===== config.mk =====
export PLATFORM = sky130hd
export DESIGN_NAME = hazard_unit
export DESIGN_NICKNAME = d
export VERILOG_FILES = /design/src/rtl/hazard_unit.sv
export SDC_FILE = /design/constraint.sdc
export NUM_CORES = 1
export LEC_CHECK = 0
export ABC_AREA = 1
export CAP_MARGIN = 5
export CORE_MARGIN = 10
export CORE_UTILIZATION = 60
export CTS_CLUSTER_SIZE = 10
export DETAILED_ROUTE_END_ITERATION = 16
export DONT_BUFFER_PORTS = 1
export PLACE_DENSITY = 0.88
export SLEW_MARGIN = 20
export SYNTH_ARGS = -nofsm -noshare
export SYNTH_HDL_FRONTEND = slang
export SYNTH_SLANG_ARGS = --single-unit

===== constraint.sdc =====
create_clock -name clk -period 2.1 [get_ports clk]
set_input_delay 0.42 -clock clk [delete_from_list [all_inputs] [get_ports clk]]
set_output_delay 0.42 -clock clk [all_outputs]
set_load 0.01 [all_outputs]

===== src/rtl/hazard_unit.sv =====
// hazard_unit: pipeline interlock and branch-flush control for a 5-stage MIPS-style core.
// Tracks in-flight destinations in a 3-slot shadow pipeline (EX, MEM, WB).
// Optional feature: define HAZARD_UNIT_FORWARD_EN when the datapath forwards results,
// leaving only load-use as a stalling hazard.
`timescale 1ns/1ps
module hazard_unit (
  input  logic        clk,
  input  logic        rst,
  input  logic        id_valid,
  input  logic [5:0]  id_opcode,
  input  logic [4:0]  id_rs,
  input  logic [4:0]  id_rt,
  input  logic [4:0]  id_rd,
  input  logic        mem_branch_taken,
  output logic        pc_write,
  output logic        ifid_write,
  output logic        idex_bubble,
  output logic        flush,
  output logic [15:0] stall_count
);

  localparam int unsigned OPW  = 6;
  localparam int unsigned REGW = 5;
  localparam int unsigned CNTW = 16;

  localparam logic [OPW-1:0] OP_RTYPE = 6'b000000;
  localparam logic [OPW-1:0] OP_LW    = 6'b100011;
  localparam logic [OPW-1:0] OP_SW    = 6'b101011;
  localparam logic [OPW-1:0] OP_BEQ   = 6'b000100;
  localparam logic [OPW-1:0] OP_NOP   = 6'b100000;

  typedef struct packed {
    logic            valid;
    logic            regwrite;
    logic            is_load;
    logic [REGW-1:0] dst;
  } slot_t;

  slot_t ex_q, ex_d, mem_q, mem_d, wb_q, wb_d;
  slot_t id_entry;
  logic [CNTW-1:0] stall_count_q, stall_count_d;

  logic use_rs, use_rt;
  logic hazard;
  logic stall_c, flush_c;
  logic unused_wb;

  // Decode the ID instruction into source usage and a shadow-slot entry
  always_comb begin
    use_rs   = 1'b0;
    use_rt   = 1'b0;
    id_entry = '0;
    if (id_valid) begin
      id_entry.valid = 1'b1;
      case (id_opcode)
        OP_RTYPE: begin
          use_rs            = 1'b1;
          use_rt            = 1'b1;
          id_entry.regwrite = (id_rd != '0);
          id_entry.dst      = id_rd;
        end
        OP_LW: begin
          use_rs            = 1'b1;
          id_entry.regwrite = (id_rt != '0);
          id_entry.is_load  = 1'b1;
          id_entry.dst      = id_rt;
        end
        OP_SW, OP_BEQ: begin
          use_rs = 1'b1;
          use_rt = 1'b1;
        end
        OP_NOP:  ;
        default: ;
      endcase
    end
  end

  // Compare ID sources against in-flight destinations; WB never conflicts
  always_comb begin
    logic ex_hit;
    ex_hit = ex_q.valid && ex_q.regwrite &&
             ((use_rs && (ex_q.dst == id_rs)) || (use_rt && (ex_q.dst == id_rt)));
`ifdef HAZARD_UNIT_FORWARD_EN
    hazard = ex_hit && ex_q.is_load;
`else
    hazard = ex_hit ||
             (mem_q.valid && mem_q.regwrite &&
              ((use_rs && (mem_q.dst == id_rs)) || (use_rt && (mem_q.dst == id_rt))));
`endif
  end

  // Control outputs: reset forces normal flow, flush outranks stall
  always_comb begin
    stall_c     = 1'b0;
    flush_c     = 1'b0;
    pc_write    = 1'b1;
    ifid_write  = 1'b1;
    idex_bubble = 1'b0;
    flush       = 1'b0;
    if (!rst) begin
      if (mem_branch_taken) begin
        flush_c     = 1'b1;
        flush       = 1'b1;
        idex_bubble = 1'b1;
      end else if (hazard) begin
        stall_c     = 1'b1;
        pc_write    = 1'b0;
        ifid_write  = 1'b0;
        idex_bubble = 1'b1;
      end
    end
  end

  // Next shadow-pipeline contents and saturating stall counter
  always_comb begin
    wb_d          = mem_q;
    mem_d         = flush_c ? slot_t'('0) : ex_q;
    ex_d          = (stall_c || flush_c) ? slot_t'('0) : id_entry;
    stall_count_d = stall_count_q;
    if (stall_c && (stall_count_q != '1)) begin
      stall_count_d = stall_count_q + CNTW'(1);
    end
  end

  // State registers with synchronous reset
  always_ff @(posedge clk) begin
    if (rst) begin
      ex_q          <= '0;
      mem_q         <= '0;
      wb_q          <= '0;
      stall_count_q <= '0;
    end else begin
      ex_q          <= ex_d;
      mem_q         <= mem_d;
      wb_q          <= wb_d;
      stall_count_q <= stall_count_d;
    end
  end

  // WB slot only retires entries; it is kept to mirror the real pipeline depth
  always_comb begin
    unused_wb = ^wb_q;
  end

  assign stall_count = stall_count_q;

endmodule


# After elaboration in Yosys (flattened, before gate mapping)
# Index checks and enable logic that the tools add are counted.
[word_totals]
register_bits = 30
latchBits = 0
ram_bits = 0
mem_bits_ro = 0
wordCells = 56
memories = 0
[op_classes]
add_sub_neg = 1
n_mul = 0
n_div = 0
n_lt_le_gt_ge = 0
eq_ne = 8
n_shift = 0
mux = 18
bitwise = 1
n_reduce_logical = 21
[ops]
columns = ["op", "count"]
rows = [
  ["equality test 5 bit", 4],
  ["adder 16 x 1 -> 16 bit, second input constant", 1],
  ["inequality test 16 bit, second input constant", 1],
  ["two-way mux 1 bit", 15],
  ["equality test 6 bit, second input constant", 2],
  ["case mux 5 bit (2 select lines)", 1],
  ["nonzero test 5 bit", 2],
  ["logical AND 1 bit", 9],
  ["two-way mux 8 bit", 1],
  ["equality test 6 x 3 -> 1 bit, second input constant", 1],
  ["logical NOT 6 bit", 1],
  ["OR reduction 3 bit", 2],
  ["logical OR 1 bit", 4],
  ["OR reduction 2 bit", 2],
  ["OR reduction 4 bit", 1],
  ["case mux 1 bit (2 select lines)", 1],
  ["NOT 1 bit", 1],
]

# Longest topological paths before layout
[logic_depth]
word_depth = 13
mapped_depth = 14
ltp_nobuf = 13

# Worst setup path after synthesis
# No wires, ideal clock.
[synth_path]
path_kind = "input port to output port"
from = "input port id_rs[4]"
to = "output port pc_write"
arrival_ns = 1.244
setup_slack_ns = 0.436
path_stages = 10
path_cell_list = "inv_1 -> nand2_1 -> o21ai_0 -> nor2_1 -> nand3_1 -> nand2_1 -> nand2_1 -> nand2_2 -> nand3_1 -> buf_4"
[synth_between]
elab_chain_len = 8
word_cells_on_any_way = 12
classes_between = "eq/ne: 2; mux: 3; reduce/logical: 7"
[synth_rtl]
columns = ["element", "line", "text"]
rows = [
  ["start, declared", "11", "input logic [4:0] id_rs,"],
  ["equality test 5 bit, on equally long branches", "82, 88", ""],
  ["logical AND 1 bit, on equally long branches", "82, 88", ""],
  ["logical OR 1 bit, on equally long branches", "82, 88", ""],
  ["logical AND 1 bit, on equally long branches", "81, 87", ""],
  ["logical OR 1 bit (*)", "86", "hazard = ex_hit ||"],
  ["two-way mux 1 bit (*) (3 in series)", "-", ""],
  ["end, declared", "15", "output logic pc_write,"],
]
# Every way passes the cells marked *; elsewhere a longest branch is shown, timed or not.

# Worst setup path after layout
[layout_path]
from = "register ex_q[0] (netlist bit)"
to = "output port ifid_write"
[layout_between]
elab_chain_len = 8
word_cells_on_any_way = 10
classes_between = "eq/ne: 2; mux: 3; reduce/logical: 5"
[layout_rtl]
columns = ["element", "line", "text"]
rows = [
  ["start, declared", "39", "slot_t ex_q, ex_d, mem_q, mem_d, wb_q, wb_d;"],
  ["start signal, assigned", "128", "ex_q <= '0;"],
  ["start signal, assigned", "133", "ex_q <= ex_d;"],
  ["equality test 5 bit", "82", "((use_rs && (ex_q.dst == id_rs)) || (use_rt && (ex_q.dst == id_rt)));"],
  ["logical AND 1 bit", "82", ""],
  ["logical OR 1 bit (*)", "82", ""],
  ["logical AND 1 bit (*)", "81", "ex_hit = ex_q.valid && ex_q.regwrite &&"],
  ["logical OR 1 bit (*)", "86", ""],
  ["two-way mux 1 bit (*)", "105", "end else if (hazard) begin"],
  ["two-way mux 1 bit (*)", "101", "if (mem_branch_taken) begin"],
  ["two-way mux 1 bit (*)", "100", "if (!rst) begin"],
  ["end, declared", "16", "output logic ifid_write,"],
]
# Marks and branches as above.

==> summary.txt <==
Leakage: 0.7995 nW
Crit path required time: 1.68 ns
Most frequent cell after synthesis: nand2_1
Total grt overflow: 0
CP max-delay cell: dfxtp_1
Cells along the critical path: inv_1 -> nand2_1 -> o21ai_0 -> nor2_1 -> nand3_1 -> nand2_1 -> nand2_1 -> nand2_2 -> nand3_2 -> buf_6
Number of routed nets with antenna violations: 0
Crit path max fanout: 4
Total track usage: 14.58%
Final min period: 1.984 ns
Initial Util: 62.70%
DP HPWL: 3.078 mm
Chip height: 73.69 um
Slowest stage delay, CP: 0.34 ns
Distinct cells, synth: 24
Die area: 5429 um^2
Worst Max-Slew Pin Slew: 0.4682 ns
Max Cap Viol: 0
Detailed-route DRC error count: 0
Share of the synthesized area in the top cell type: 34.73%
Largest area contributor in the netlist: dfxtp_1
Io pins: 45
Worst R2R Start: ex_q[0]
WL/cell: 11.89 um
Pre-CTS setup slack: 0.3158 ns
Die span in x: 73.69 um
Largest net degree at the start of global routing: 18
GPL Wtd Cong: 0.8716
Run status: complete, no violations
Layout cells sized above 1: 9.797%
Reg-to-reg setup timing slack: 0.23 ns
Vias post-DR: 1721
Routed WL: 3.887 mm
Layout area overhead: 6.874%
Core Box Area: 2758 um^2
DR pass1 iterations: 4
CTS buffer count: 5
Total negative slack: 0 ns
Hold_sp: rst
R2R depth: 14
Post-synthesis sequential area ratio: 34.73%
Fmax: 0.5040 GHz
Post-synth EDFFs: 0
Power Density: 571.5 nW/um^2
Startpoint type of the worst setup path: flip-flop
Final setup viols: 0
Row count: 19
Top cells by area, synth: dfxtp_1 35%, nand2_1 20%, nor2_1 16%, inv_1 7.6%, nand3_1 4.1%
Register clock-pin slew on the reported worst setup and hold paths: 0.09 ns
CP startpoint: ex_q[0]
Clock H-tree levels: 2
I/O Buffers: 0
Crit path capture: ifid_write
RR Endpoint: stall_count[3]
Yosys reg bits: 30
Synth Warn #: 0
Max Clock Skew: 0.01040 ns
Crit Path Category: reg2out
Crit. End Element: output port
Vias/cell: 5.263
Clk_lat worst skew: 0.33 ns
Post-cts hold buffer count: 0
Worst vdd ir: 533.6 uV
CTS tree: done
HP Class: in2reg
Post-synth ARST share: 0%
Hold Fails Final Rpt: 0
First-pass GRT wire length: 6.437 mm
RSZ-0062 raised after global routing: false
Antenna fix cells: 0
Post-Syn Instances: 289
CTS Root Cell: clkbuf_4
Mapped Avg Cell Area: 5.983 um^2
Leading cell types by count after synthesis: 92 x nand2_1, 75 x nor2_1, 35 x inv_1
Max-slew violations: 0
Mapped cell area: 1729 um^2
Syn Nets: 315
Final period util: 94.48%
Final setup margin: 0.1158 ns
Max clock buf depth: 2
Crit path DAT: 1.56 ns
CTS Sinks: 30
Worst path most repeated cell: nand2_1
Final net count: 321
Initial antenna violation count: 0
Max-slew headroom: 68.75%
Vias in the first global route: 1530
Initial DRC Count: 107
Ys flop type: dfxtp_1
-- layout make-up --
| type | instances | area, um^2 |
|---|---|---|
| Timing Repair Buffer | 2 | 18.77 |
| Fill cell | 253 | 909.6 |
| Sequential cell | 30 | 604.3 |
| Multi-Input combinational cell | 218 | 964.7 |
| Tap cell | 31 | 38.79 |
| Inverter | 38 | 142.6 |
| Clock buffer | 8 | 78.83 |
-- state kept, by name (all words and copies together), names as in the netlist --
signal and cells:
ex_q 7, mem_q 7, stall_count 16
-- power by group --
part           switching (W)  internal (W)  leakage [nW]
sequential       0.000000797      0.000570         0.243
clock               0.000198      0.000229        0.0446
combinational      0.0000381     0.0000204         0.512
-- cells by family after synthesis --
group | share of synthesized area, %
AO/OA/AOI/OAI | 8.177
adder cells (fa/ha/maj) | 0.7235
buffers and inverters | 9.768
flip-flops | 34.73
AND/OR/NAND/NOR | 46.60
-- routing by layer --
layer  vias up  global-route usage [%]  routed length [um]
li1        902                       -                   -
met1       751                   15.61                1564
met2        58                   23.77                1783
met3        10                   7.268                 442
met4         0                   6.004                  96
met5         -                       0                   0
-- worst min path at each step --
stage	endpoint	slack (ns)	cells past startpoint
2_1_floorplan	mem_q[7]	0.41	2
3_3_place_gp	mem_q[7]	0.42	2
3_5_place_dp	mem_q[7]	0.42	2
4_1_cts	stall_count[6]	0.14	1
5_1_grt	stall_count[6]	0.13	1
6_report	stall_count[6]	0.15	1
-- per-stage QoR --
step	cell area (um^2)	power, W	hold slack (ns)	std cells	utilization [%]
2_1_floorplan	1729	0.0006338	0.4084	289	-
6_report	1848	0.001056	0.1539	327	67.01
3_3_place_gp	1749	0.0006411	0.4155	318	63.43
4_1_cts	1828	0.001064	0.1379	326	66.29
3_5_place_dp	1749	0.0006424	0.4165	318	63.43
5_1_grt	1848	0.001099	0.1347	327	67.01
-- what timing repair did --
item / 4_1_cts / 5_1_grt
endpoints found under the setup margin: 0 / 3
buffers inserted: 0 / 1
resized for setup: 0 / 5
-- worst max-delay path, delay by kind of cell, from the launching register on --
family | cells | cell delay (ns)
AOI/OAI and AO/OA | 1 | 0.08
buffers and inverters | 2 | 0.23
DFF | 1 | 0.34
and+or+nand+nor | 7 | 0.59
-- cell usage in the layout (no fill, tap or decap), types with 3 or more instances in the layout --
master    count
a21oi_1       3
a22oi_1       5
clkbuf_4      5
clkbuf_8      3
dfxtp_1      27
dfxtp_2       3
inv_1        35
inv_2         3
nand2_1      92
nand2_2       4
nand3_1      13
nor2_1       75
nor2_2        4
o21ai_0       8
Power figures use the tool's default switching activity.
